**src/rtl/fp32_pkg.sv**
```systemverilog
// Shared types and constants for the single-precision multiplier.
package fp32_pkg;

  localparam int BIAS    = 127;
  localparam int EXP_W   = 8;
  localparam int FRAC_W  = 23;
  localparam int MANT_W  = 24;
  localparam int PROD_W  = 2 * MANT_W;
  localparam int N_ITERS = 24;

  localparam logic [31:0] QNAN = 32'h7FC0_0000;

  typedef enum logic [2:0] {
    ST_IDLE,
    ST_UNPACK,
    ST_MUL,
    ST_ROUND,
    ST_DONE
  } state_t;

  typedef struct packed {
    logic zero;
    logic inf;
    logic nan;
  } fp_class_t;

  // Denormals land in the zero class: they are flushed on input.
  function automatic fp_class_t classify(input logic [31:0] x);
    fp_class_t c;
    c.zero = (x[30:23] == '0);
    c.inf  = (x[30:23] == '1) && (x[22:0] == '0);
    c.nan  = (x[30:23] == '1) && (x[22:0] != '0);
    return c;
  endfunction

endpackage

```
**src/rtl/fp32_round_pack.sv**
```systemverilog
// Normalize, round-to-nearest-even and pack the raw 48-bit mantissa product,
// with special-operand and exponent-range overrides. Purely combinational.
module fp32_round_pack
  import fp32_pkg::*;
(
  input  logic               sign,
  input  logic [EXP_W-1:0]   exp_a,
  input  logic [EXP_W-1:0]   exp_b,
  input  fp_class_t          cls_a,
  input  fp_class_t          cls_b,
  input  logic [PROD_W-1:0]  prod,
  output logic [31:0]        result
);

  logic signed [9:0]  e_raw;
  logic signed [9:0]  e_norm;
  logic signed [9:0]  e_fin;
  logic [MANT_W-1:0]  mant;
  logic               guard;
  logic               rnd;
  logic               sticky;
  logic               inc;
  logic [MANT_W:0]    mant_r;
  logic [FRAC_W-1:0]  frac;

  // Exponent sum, one-bit normalization, then RNE with carry into the exponent.
  always_comb begin
    e_raw = 10'(exp_a) + 10'(exp_b) - 10'(BIAS);
    if (prod[PROD_W-1]) begin
      mant   = prod[PROD_W-1:PROD_W-MANT_W];
      guard  = prod[PROD_W-MANT_W-1];
      rnd    = prod[PROD_W-MANT_W-2];
      sticky = |prod[PROD_W-MANT_W-3:0];
      e_norm = e_raw + 10'sd1;
    end else begin
      mant   = prod[PROD_W-2:PROD_W-MANT_W-1];
      guard  = prod[PROD_W-MANT_W-2];
      rnd    = prod[PROD_W-MANT_W-3];
      sticky = |prod[PROD_W-MANT_W-4:0];
      e_norm = e_raw;
    end
    inc    = guard & (rnd | sticky | mant[0]);
    mant_r = {1'b0, mant} + {{MANT_W{1'b0}}, inc};
    if (mant_r[MANT_W]) begin
      e_fin = e_norm + 10'sd1;
      frac  = mant_r[MANT_W-1:1];
    end else begin
      e_fin = e_norm;
      frac  = mant_r[FRAC_W-1:0];
    end
  end

  // NaN beats infinity beats zero; finite results are then range-checked.
  always_comb begin
    result = '0;
    if (cls_a.nan || cls_b.nan || (cls_a.inf && cls_b.zero) || (cls_a.zero && cls_b.inf))
      result = QNAN;
    else if (cls_a.inf || cls_b.inf)
      result = {sign, {EXP_W{1'b1}}, {FRAC_W{1'b0}}};
    else if (cls_a.zero || cls_b.zero)
      result = {sign, 31'd0};
    else if (e_fin >= 10'sd255)
      result = {sign, {EXP_W{1'b1}}, {FRAC_W{1'b0}}};
    else if (e_fin <= 10'sd0)
      result = {sign, 31'd0};
    else
      result = {sign, e_fin[EXP_W-1:0], frac};
  end

endmodule

```
**src/rtl/fp32_mul_core.sv**
```systemverilog
// Sequential IEEE-754 single-precision multiplier: one shift-add step per
// clock, fixed 26-edge latency from accept to the ready pulse.
//
//   state     | meaning
//   ----------+-----------------------------------------------------------
//   ST_IDLE   | waiting for clken; operands latched on accept
//   ST_UNPACK | split fields, insert hidden bits, classify, clear counter
//   ST_MUL    | MUL_ITERS radix-2 shift-add steps into the 48-bit product
//   ST_ROUND  | d_out loaded from the round/pack logic on leaving
//   ST_DONE   | ready high; a held clken restarts here (27-edge cadence)
module fp32_mul_core
  import fp32_pkg::*;
#(
  parameter int MUL_ITERS = N_ITERS
) (
  input  logic        clk,
  input  logic        reset,
  input  logic        clken,
  input  logic [31:0] data1,
  input  logic [31:0] data2,
  output logic [31:0] d_out,
  output logic        ready,
  output logic        busy
);

  localparam int CNT_W = $clog2(MUL_ITERS);
  localparam logic [CNT_W-1:0] LAST_ITER = CNT_W'(MUL_ITERS - 1);

  state_t             state;
  state_t             state_next;
  logic               accept;
  logic [31:0]        op_a;
  logic [31:0]        op_b;
  logic               sign_r;
  logic [EXP_W-1:0]   exp_a;
  logic [EXP_W-1:0]   exp_b;
  fp_class_t          cls_a;
  fp_class_t          cls_b;
  logic [PROD_W-1:0]  mcand;
  logic [MANT_W-1:0]  mplier;
  logic [PROD_W-1:0]  prod;
  logic [CNT_W-1:0]   iter;
  logic [31:0]        result;

  assign accept = clken && ((state == ST_IDLE) || (state == ST_DONE));
  assign ready  = (state == ST_DONE);
  assign busy   = (state != ST_IDLE);

  // State register.
  always_ff @(posedge clk) begin
    if (reset) state <= ST_IDLE;
    else       state <= state_next;
  end

  // Next-state logic.
  always_comb begin
    state_next = state;
    case (state)
      ST_IDLE:   if (clken) state_next = ST_UNPACK;
      ST_UNPACK: state_next = ST_MUL;
      ST_MUL:    if (iter == LAST_ITER) state_next = ST_ROUND;
      ST_ROUND:  state_next = ST_DONE;
      ST_DONE:   state_next = clken ? ST_UNPACK : ST_IDLE;
      default:   state_next = ST_IDLE;
    endcase
  end

  // Operand latches: captured only on the accepting edge.
  always_ff @(posedge clk) begin
    if (reset) begin
      op_a <= '0;
      op_b <= '0;
    end else if (accept) begin
      op_a <= data1;
      op_b <= data2;
    end
  end

  // Field split and operand classification.
  always_ff @(posedge clk) begin
    if (reset) begin
      sign_r <= 1'b0;
      exp_a  <= '0;
      exp_b  <= '0;
      cls_a  <= '0;
      cls_b  <= '0;
    end else if (state == ST_UNPACK) begin
      sign_r <= op_a[31] ^ op_b[31];
      exp_a  <= op_a[FRAC_W +: EXP_W];
      exp_b  <= op_b[FRAC_W +: EXP_W];
      cls_a  <= classify(op_a);
      cls_b  <= classify(op_b);
    end
  end

  // Shift-add multiplier: multiplicand walks left, multiplier walks right.
  always_ff @(posedge clk) begin
    if (reset) begin
      mcand  <= '0;
      mplier <= '0;
      prod   <= '0;
      iter   <= '0;
    end else if (state == ST_UNPACK) begin
      mcand  <= {{(PROD_W-MANT_W){1'b0}}, 1'b1, op_a[FRAC_W-1:0]};
      mplier <= {1'b1, op_b[FRAC_W-1:0]};
      prod   <= '0;
      iter   <= '0;
    end else if (state == ST_MUL) begin
      if (mplier[0]) prod <= prod + mcand;
      mcand  <= mcand << 1;
      mplier <= mplier >> 1;
      iter   <= iter + 1'b1;
    end
  end

  fp32_round_pack u_round_pack (
    .sign   (sign_r),
    .exp_a  (exp_a),
    .exp_b  (exp_b),
    .cls_a  (cls_a),
    .cls_b  (cls_b),
    .prod   (prod),
    .result (result)
  );

  // Output register: updated only when leaving ROUND.
  always_ff @(posedge clk) begin
    if (reset)                  d_out <= '0;
    else if (state == ST_ROUND) d_out <= result;
  end

endmodule
```
**config.mk**
```make
export PLATFORM = sky130hd
export DESIGN_NAME = fp32_mul_core
export DESIGN_NICKNAME = d
export VERILOG_FILES = /design/src/rtl/fp32_pkg.sv /design/src/rtl/fp32_round_pack.sv /design/src/rtl/fp32_mul_core.sv
export SDC_FILE = /design/constraint.sdc
export NUM_CORES = 1
export LEC_CHECK = 0
export BUFFER_PORTS_ARGS = -buffer_cell sky130_fd_sc_hd__buf_2
export CORE_ASPECT_RATIO = 1.4
export CORE_UTILIZATION = 61
export DETAILED_ROUTE_END_ITERATION = 10
export MAX_ROUTING_LAYER = met4
export PLACE_DENSITY = 0.81
export SYNTH_ARGS = -nofsm -noshare
export SYNTH_HDL_FRONTEND = slang
export SYNTH_SLANG_ARGS = --single-unit
```
**constraint.sdc**
```tcl
create_clock -name clk -period 7.3 [get_ports clk]
set_input_delay 0.365 -clock clk [delete_from_list [all_inputs] [get_ports clk]]
set_output_delay 0.365 -clock clk [all_outputs]
set_load 0.02 [all_outputs]
```
### After elaboration in Yosys (flattened, before gate mapping)

Cells that the tools add are included.

* output and inout port bits: 34
* memory bits (read-only): 0
* memories kept: 0
* bits in writable memories: 0
* latch bits: 0
* flip-flop bits (word level): 247
* bits of input ports: 67

* $lt $le $gt $ge: 2
* bitwise logic cells: 4
* muxes and demuxes: 20
* eq/ne operators: 9
* reduce and logical (&&, ||, !) cells: 27
* add/subtract/negate cells: 7
* shift-type cells: 0
* $mul: 0
* divide/modulo/power cells: 0

Operators with widths (number)
* $mux 31: 4
* $mux 24: 5
* $add 48x48->48: 1
* $logic_not 23->1: 2
* $reduce_bool 23->1: 2
* $mux 32: 1
* $add 24x1->25: 1
* $mux 23: 1
* $reduce_or 22->1: 1
* $reduce_or 21->1: 1
* $add 10x2->10 const B: 2
* $mux 10: 2
* $eq 8x8->1 const B: 2
* $logic_not 8->1: 2
* $pmux 3 s5: 1
* $ge 10x9->1 const B: 1
* $le 10x1->1 const B: 1
* $sub 10x7->10 const B: 1
* $add 8x8->9: 1
* $logic_and 1x1->1: 7
* $eq 3x2->1 const B: 2
* $logic_or 1x1->1: 6
* $mux 3: 2
* $add 5x1->5 const B: 1
* 13 further kinds: 19

### Depth between registers and ports, before layout

Gate-level depths: netlist of the first run.

* word-level depth: 13
* gate-level depth with buffers: 22

### Cells and area by module

Synthesis of the first run repeated with hierarchy kept, for this count alone.

* cells, all modules: 1866
* area, all modules: 14196.1 µm²

Modules (own cells, without submodules)
* fp32_mul_core: cells each 1476, area an instance 11458.5 µm², sequential area each 4944.7 µm², times used 1
* fp32_round_pack: cells each 390, area an instance 2737.6 µm², sequential area each 0.0 µm², times used 1

### Worst setup path before layout of the first run

Ideal clock, no wire load.

* path kind: reg-to-reg
* from: reg prod[47]
* to: reg d_out[17]
* data required time: 7216 ps
* period minus slack after synthesis: 5159 ps
* cell stages (with the launch flop): 21
* setup time: 84 ps
* arrival: 5074 ps
* path buffers: 6
* path slack: 2141 ps
* cells stage by stage: dfxtp_1 buf_2 buf_1 clkbuf_1 clkbuf_1 clkbuf_1 o22ai_1 a21oi_1 ha_1 ha_1 nand2_1 nor4b_2 and2_1 nand4_1 or4_1 or3_4 a211o_1 a31oi_1 nand4b_2 buf_6 o31ai_2

* word-level cells in the longest chain between the ends: 12

RTL lines
* from (decl): RTL line fp32_mul_core.sv:41 `logic [PROD_W-1:0] prod;`
* from (signal assigned): RTL line fp32_mul_core.sv:109 `if (mplier[0]) prod <= prod + mcand;`
* $mux 1: RTL line fp32_round_pack.sv:29 `if (prod[PROD_W-1]) begin`
* $or 1x1->1 (2 in a row): RTL line fp32_round_pack.sv:42 `inc = guard & (rnd | sticky | mant[0]);`
* $and 1x1->1: RTL line fp32_round_pack.sv:42
* $add 24x1->25: RTL line fp32_round_pack.sv:43 `mant_r = {1'b0, mant} + {{MANT_W{1'b0}}, inc};`
* $mux 10: RTL line fp32_round_pack.sv:44 `if (mant_r[MANT_W]) begin`
* $le 10x1->1: RTL line fp32_round_pack.sv:64 `else if (e_fin <= 10'sd0)`
* $mux 31: RTL line fp32_round_pack.sv:64
* $mux 31 *: RTL line fp32_round_pack.sv:62 `else if (e_fin >= 10'sd255)`
* $mux 31 *: RTL line fp32_round_pack.sv:60 `else if (cls_a.zero || cls_b.zero)`
* $mux 31 *: RTL line fp32_round_pack.sv:58 `else if (cls_a.inf || cls_b.inf)`
* $mux 32 *: RTL line fp32_round_pack.sv:56 `if (cls_a.nan || cls_b.nan || (cls_a.inf && cls_b.zero) || (cls_a.zero && cls_b.inf))`
* to (signal assigned): RTL line fp32_mul_core.sv:129 `else if (state == ST_ROUND) d_out <= result;`
* to (decl): RTL line fp32_mul_core.sv:21 `output logic [31:0] d_out,`

Every way passes the cells marked *; elsewhere a longest branch is shown, timed or not.
A chain may end at the register's enable or synchronous reset.

### Worst setup path in the final report of the first run

* from: reg prod[47]
* to: reg d_out[15]

The elaborated chain is that of the path after synthesis.

==> results of run 1 <==
==> worst min-delay path by stage <==
stage / startpoint / to / slack [ns] / cells past startpoint
after floorplan: cls_a[0] / cls_a[0] / 0.42 / 2
after global placement: d_out[11] / d_out[11] / 0.43 / 2
after detailed placement: d_out[1] / d_out[1] / 0.44 / 2
after CTS: data2[8] / op_b[8] / 0.06 / 3
after global routing: data2[9] / op_b[9] / 0.07 / 3
final: data2[8] / op_b[8] / 0.07 / 3
==> routing by layer <==
layer / up-vias / track usage, %
met1: 5977 / 37.2
met5: - / -
met4: 0 / 15.2
met3: 117 / 3.87
li1: 6545 / -
met2: 402 / 53.3
==> critical path, delay by kind of cell, from the launching register on <==
kind            cells  cell delay, ns
buf+inv             1            0.51
simple gates        7            2.49
fa+ha+maj           2            0.39
flops               1            0.34
xor+xnor            1            0.31
compound gates      4            1.11
==> state kept, by name, indices dropped and copies added, names as in the netlist <==
name	flops
prod	48
mplier	24
op_b	32
cls_a	3
state	3
op_a	32
sign_r	1
exp_b	8
cls_b	3
exp_a	8
d_out	32
iter	5
mcand	48
==> power groups by stage <==
stage | registers, mW | clock network, mW | logic [mW]
2_1_floorplan | 1.47 | 0 | 0.226
3_3_place_gp | 1.48 | 0 | 0.295
3_5_place_dp | 1.48 | 0 | 0.300
4_1_cts | 1.46 | 1.30 | 0.303
5_1_grt | 1.46 | 1.36 | 0.340
6_report | 1.46 | 1.28 | 0.303
==> cells in the final DEF, fill, tap and decap left out, drive strengths merged, types with 29 or more instances in the layout <==
cell / instances
inv: 32
nor3: 31
a311oi: 53
dfxtp: 247
nand3: 36
nor2: 139
xnor2: 42
ha: 61
a21o: 33
o21ai: 50
a21oi: 210
a211oi: 29
buf: 110
nand2: 465
clkbuf: 34
==> logic make-up after synthesis <==
family,Yosys count
xor gates and xnor gates,66
buffers and inverters,142
and+or+nand+nor,817
muxes,15
AOI/OAI and AO/OA,485
DFF,247
adders and majority gates,63
==> layout make-up <==
cell class	count	area share [%]
Multi-Input combinational cell	1446	54.8
Tap cell	297	2.46
Sequential cell	247	32.8
Inverter	30	0.746
Clock inverter	10	0.746
Antenna cell	1	0.0166
Clock buffer	34	4.63
Timing Repair Buffer	110	3.83
==> results.yml, run 1 <==
synth:
  synth-seq-cells: 247
  yosysSeqAreaShare_pct: 36.0
  synth-xor-area-share_pct: 4.31
  syn-num-nets: 1965
  synth_edf_count: 0
  synth_top_area_cell: "dfxtp_1"
  muxShareOfSynthArea_pct: 1.16
  synthCells: 1835
  synthDominantCellAreaShare_pct: 36.0
  synth_warnings: 0
  synthSimpleGateAreaFrac_pct: 26.2
  synth-compound-area-share_pct: 22.6
  synthTopCellsByArea: "dfxtp_1 36%, nand2_1 13%, a21oi_1 7.6%"
  syn_area_um2: 13700
  yosys.cell_count.top_type: "nand2_1"
  synth_top_family_by_area: "simple AND/OR/NAND/NOR gates"
  syn_avg_cell_area_um2: 7.49
  synth_commonest_cells: "465 x nand2_1, 247 x dfxtp_1, 210 x a21oi_1, 139 x nor2_1, 93 x clkbuf_1"
  postSynth.asyncResetShare_pct: 0
  synthFlopType: "dfxtp_1"
  synthAdderAreaFrac_pct: 5.85
  synth_cell_types: 71
worst_setup_path:
  r2r_end: "d_out[15]"
  crit_slowest_cell: "nor4b_2"
  r2r-start: "prod[47]"
  rr_worst_depth: 15
  critPathLaunch: "prod[47]"
  slowest_delay_ns: 0.63
  worstPathRequired_ns: 7.72
  endpoint: "d_out[15]"
  critPathMostFrequentCell: "ha_1"
  arrival_ns: 5.71
  crit_fanout: 64
  critPathKind: "reg -> reg"
  crit_path_start_kind: "flop"
  worstPathCellList: "buf_4 > o22ai_1 > a21oi_1 > ha_1 > ha_1 > nand2_1 > nor4b_2 > and2_1 > nand4_1 > or4_1 > or3_4 > xnor2_1 > o32a_1 > nand4b_2 > o31ai_1"
  cp-end-kind: "flop"
  r2r_slack_ns: 2.01
cts:
  cts_max_level: 1
  path_clk_slew_ns: 0.07
  clock_sinks: 247
  cts-buffers-inserted: 25
  cts_resized: 0
  postCtsSetupRepairBufs: 0
  cts.hold.buffers_added: 0
  cts-root-buf: "clkbuf_16"
  insertion_delay_ns: 0.53
  cts_tree: "done"
  clockBufferDepth: 3
timing:
  rsz0062_at_grt: "no"
  tns_ns: 0
  slew_headroom_pct: 25.6
  tightest_slew_ns: 1.11
  hold_viol_final: 0
  min_period_ns: 5.29
  clock_skew_ns: 0.0144
  finalWorstSetupSlack_ns: 2.01
  setup-violations-final: 0
  slew_violations: 0
  fin_hold_ws_ns: 0.0711
  finalCritPeriodShare_pct: 72.5
  clock.fmax_mhz: 189
detailed_routing:
  dr_wl_met3_um: 1710
  drt-met1-wl_um: 14900
  via_count: 13041
  first_iter_violations: 925
  top_layer_used: "met4"
  drc: 0
  wl_per_cell_um: 16.3
  via_per_inst: 6.00
  dr.pass1.iters: 5
  ant_nets: 0
  wl_um: 35500
  dr_wl_met2_um: 17300
grt:
  grt_usage_pct: 31.8
  grt_pass1_wl_um: 59000
  overflow: 0
  grt_antenna_before_repair: 1
  grt_pass1_vias: 12317
  grt_max_degree: 113
die:
  num_io_pins: 101
  die_height_um: 180
  die_w_um: 129
  die_area_um2: 23100
  num_rows: 64
  coreArea_um2: 21900
  initial_core_util_pct: 62.6
power_and_ir_drop:
  p_per_area_nw_per_um2: 201
  internal-power_mw: 2.25
  swShare_pct: 25.9
  clockPowerShare_pct: 42.1
  power_mw: 3.04
  switchingPower_uw: 785
  power_frac_comb_pct: 10.0
  p_leak_nw: 6.05
  max-vdd-ir-drop_uv: 195
  pwr-share-seq_pct: 48.0
placement:
  dp_slack_ns: 2.20
  port_buffers: 100
  dp_hpwl_um: 24800
  placed_area_um2: 14300
  dpl.cell_count: 2130
  place.gp.congestion: 0.972
hold_path:
  hp-class: "in -> reg"
layout:
  fin_util_pct: 68.8
  register_area_um2: 4950
  fillers: 1952
  final_nets: 1990
  fin_cells: 2175
  layout-drive-gt1-share_pct: 9.32
  multi_input_area_um2: 8270
  design_area_um2: 15100
  area_growth_pct: 9.84
outcome:
  status: "completed"
job:
  cap_violations: 0
Power figures use the tool's default switching activity.
==> inputs of run 2 (changes only) <==
Clock period 7.3 ns to 5.4 ns, I/O delays scaled along.
==> run 2 against run 1 <==
  * Worst setup slack worse by 1.5 ns
  * Clock power is 37% higher
  * Non-clock buffer count is 56 higher
  * Largest power group unchanged
  * Fmax is 8.7% higher
  * Clock skew is 0.0018 ns higher
  * Largest cell class unchanged
  * Highest routed layer unchanged
  * Wire length is 5.6% higher
==> results.yml, run 2 (synthesized netlist as in run 1, its figures left out) <==
timing:
  slew_violations: 0
  finalWorstSetupSlack_ns: 0.529
  slew_headroom_pct: 21.2
  rsz0062_at_grt: "no"
  tightest_slew_ns: 1.18
  setup-violations-final: 0
  clock_skew_ns: 0.0162
  tns_ns: 0
  hold_viol_final: 0
  min_period_ns: 4.87
  clock.fmax_mhz: 205
  finalCritPeriodShare_pct: 90.2
detailed_routing:
  wl_um: 37500
  dr.pass1.iters: 6
  via_per_inst: 6.07
  first_iter_violations: 946
  drc: 0
  ant_nets: 0
  via_count: 13558
  wl_per_cell_um: 16.8
worst_setup_path:
  cp-end-kind: "flop"
  rr_worst_depth: 15
  crit_fanout: 22
  worstPathRequired_ns: 5.84
  arrival_ns: 5.31
  crit_path_start_kind: "flop"
  r2r_slack_ns: 0.53
  endpoint: "d_out[15]"
  critPathKind: "reg -> reg"
  r2r_end: "d_out[15]"
  critPathLaunch: "exp_b[0]"
  r2r-start: "exp_b[0]"
cts:
  cts-buffers-inserted: 25
  clock_sinks: 247
  cts-root-buf: "clkbuf_16"
  path_clk_slew_ns: 0.06
  insertion_delay_ns: 0.54
  postCtsSetupRepairBufs: 0
  clockBufferDepth: 3
  cts_tree: "done"
  cts_max_level: 1
grt:
  grt_max_degree: 113
  overflow: 0
  grt_usage_pct: 33.4
  grt_pass1_wl_um: 61700
  grt_pass1_vias: 12864
  grt_antenna_before_repair: 3
layout:
  layout_commonest_cell: "nand2_1"
  fillers: 1746
  final_nets: 2046
  reg_top3: "mcand x48, prod x48"
  layout_common_cells: "464 x nand2_1, 246 x dfxtp_1, 210 x a21oi_1"
  multi_input_area_um2: 8270
  area_growth_pct: 14.1
  register_area_um2: 4950
  layout-drive-gt1-share_pct: 9.21
  fin_cells: 2233
placement:
  place.gp.congestion: 0.956
  dp_hpwl_um: 25000
  port_buffers: 100
  dpl.cell_count: 2133
  dp_slack_ns: 0.561
die:
  coreArea_um2: 21900
  num_rows: 64
  num_io_pins: 101
  initial_core_util_pct: 62.6
  die_area_um2: 23100
  die_w_um: 129
  die_height_um: 180
power_and_ir_drop:
  max-vdd-ir-drop_uv: 255
  p_leak_nw: 6.29
  p_per_area_nw_per_um2: 267
outcome:
  status: "completed"
hold_path:
  hp-class: "in -> reg"
job:
  cap_violations: 0
[run 2: changes by cell type in the layout (fill, tap and decap cells not counted)]
cell / delta
diode_2: +2
clkinv_4: +1
dlygate4sd3_1: +53
clkinv_2: -3
inv_6: -1
clkinvlp_4: +1
buf_4: +3
clkbuf_8: +2
[run 2: critical path, stage by stage, from the launching register on]
cell and delay (ns):
dfxtp_1 0.34, ha_1 0.19, inv_1 0.07, fa_1 0.54, inv_1 0.08, ha_1 0.21, xnor3_1 0.26, o2bb2ai_2 0.17
and3_1 0.17, or2_0 0.33, or4_1 0.55, or3_4 0.40, a211o_1 0.37, a31oi_1 0.22, nand4b_2 0.48, o31ai_1 0.39
[run 2: per-layer routing]
| layer | routed length, um | GRT usage [%] | up-vias |
|---|---|---|---|
| met2 | 18200 | 55.0 | 495 |
| met5 | 0 | - | - |
| met1 | 15100 | 38.4 | 6258 |
| met3 | 2050 | 4.67 | 154 |
| li1 | - | - | 6651 |
| met4 | 2200 | 19.1 | 0 |
[run 2: final cells by class]
type | instances | share of cell area, %
Antenna cell | 3 | 0.0479
Timing Repair Buffer | 166 | 7.22
Sequential cell | 247 | 31.6
Clock inverter | 8 | 0.671
Multi-Input combinational cell | 1446 | 52.8
Tap cell | 297 | 2.37
Clock buffer | 36 | 4.64
Inverter | 30 | 0.719
[run 2: what timing repair did]
action                     in CTS  in global routing
hold buffers                   52                  1
setup endpoints to repair       0                  0
resized for setup               0                  0
hold endpoints to repair       52                  1
[run 2: per-stage QoR]
step,power (mW),hold WS [ns],utilization [%],instance area [um^2]
after global routing,4.34,0.00404,71.4,15700
after CTS,4.18,0.000787,71.3,15700
after global placement,2.40,0.431,65.2,14300
final,4.18,0.00387,71.4,15700
after floorplan,2.29,0.406,-,13700
after detailed placement,2.41,0.437,65.2,14300
[run 2: report_power, final]
group	switching [mW]	total [mW]	internal (mW)
combinational	0.284	0.448	0.165
clock	0.732	1.76	1.03
sequential	0.0699	1.97	1.90
[run 2: worst min-delay path by stage]
| stage | to | start | depth (start not counted) |
|---|---|---|---|
| after floorplan | op_a[0] | data1[0] | 2 |
| after detailed placement | d_out[12] | d_out[12] | 2 |
| after global routing | op_a[7] | data1[7] | 3 |
| after CTS | op_a[7] | data1[7] | 3 |
| after global placement | d_out[11] | d_out[11] | 2 |
| final | op_a[7] | data1[7] | 3 |
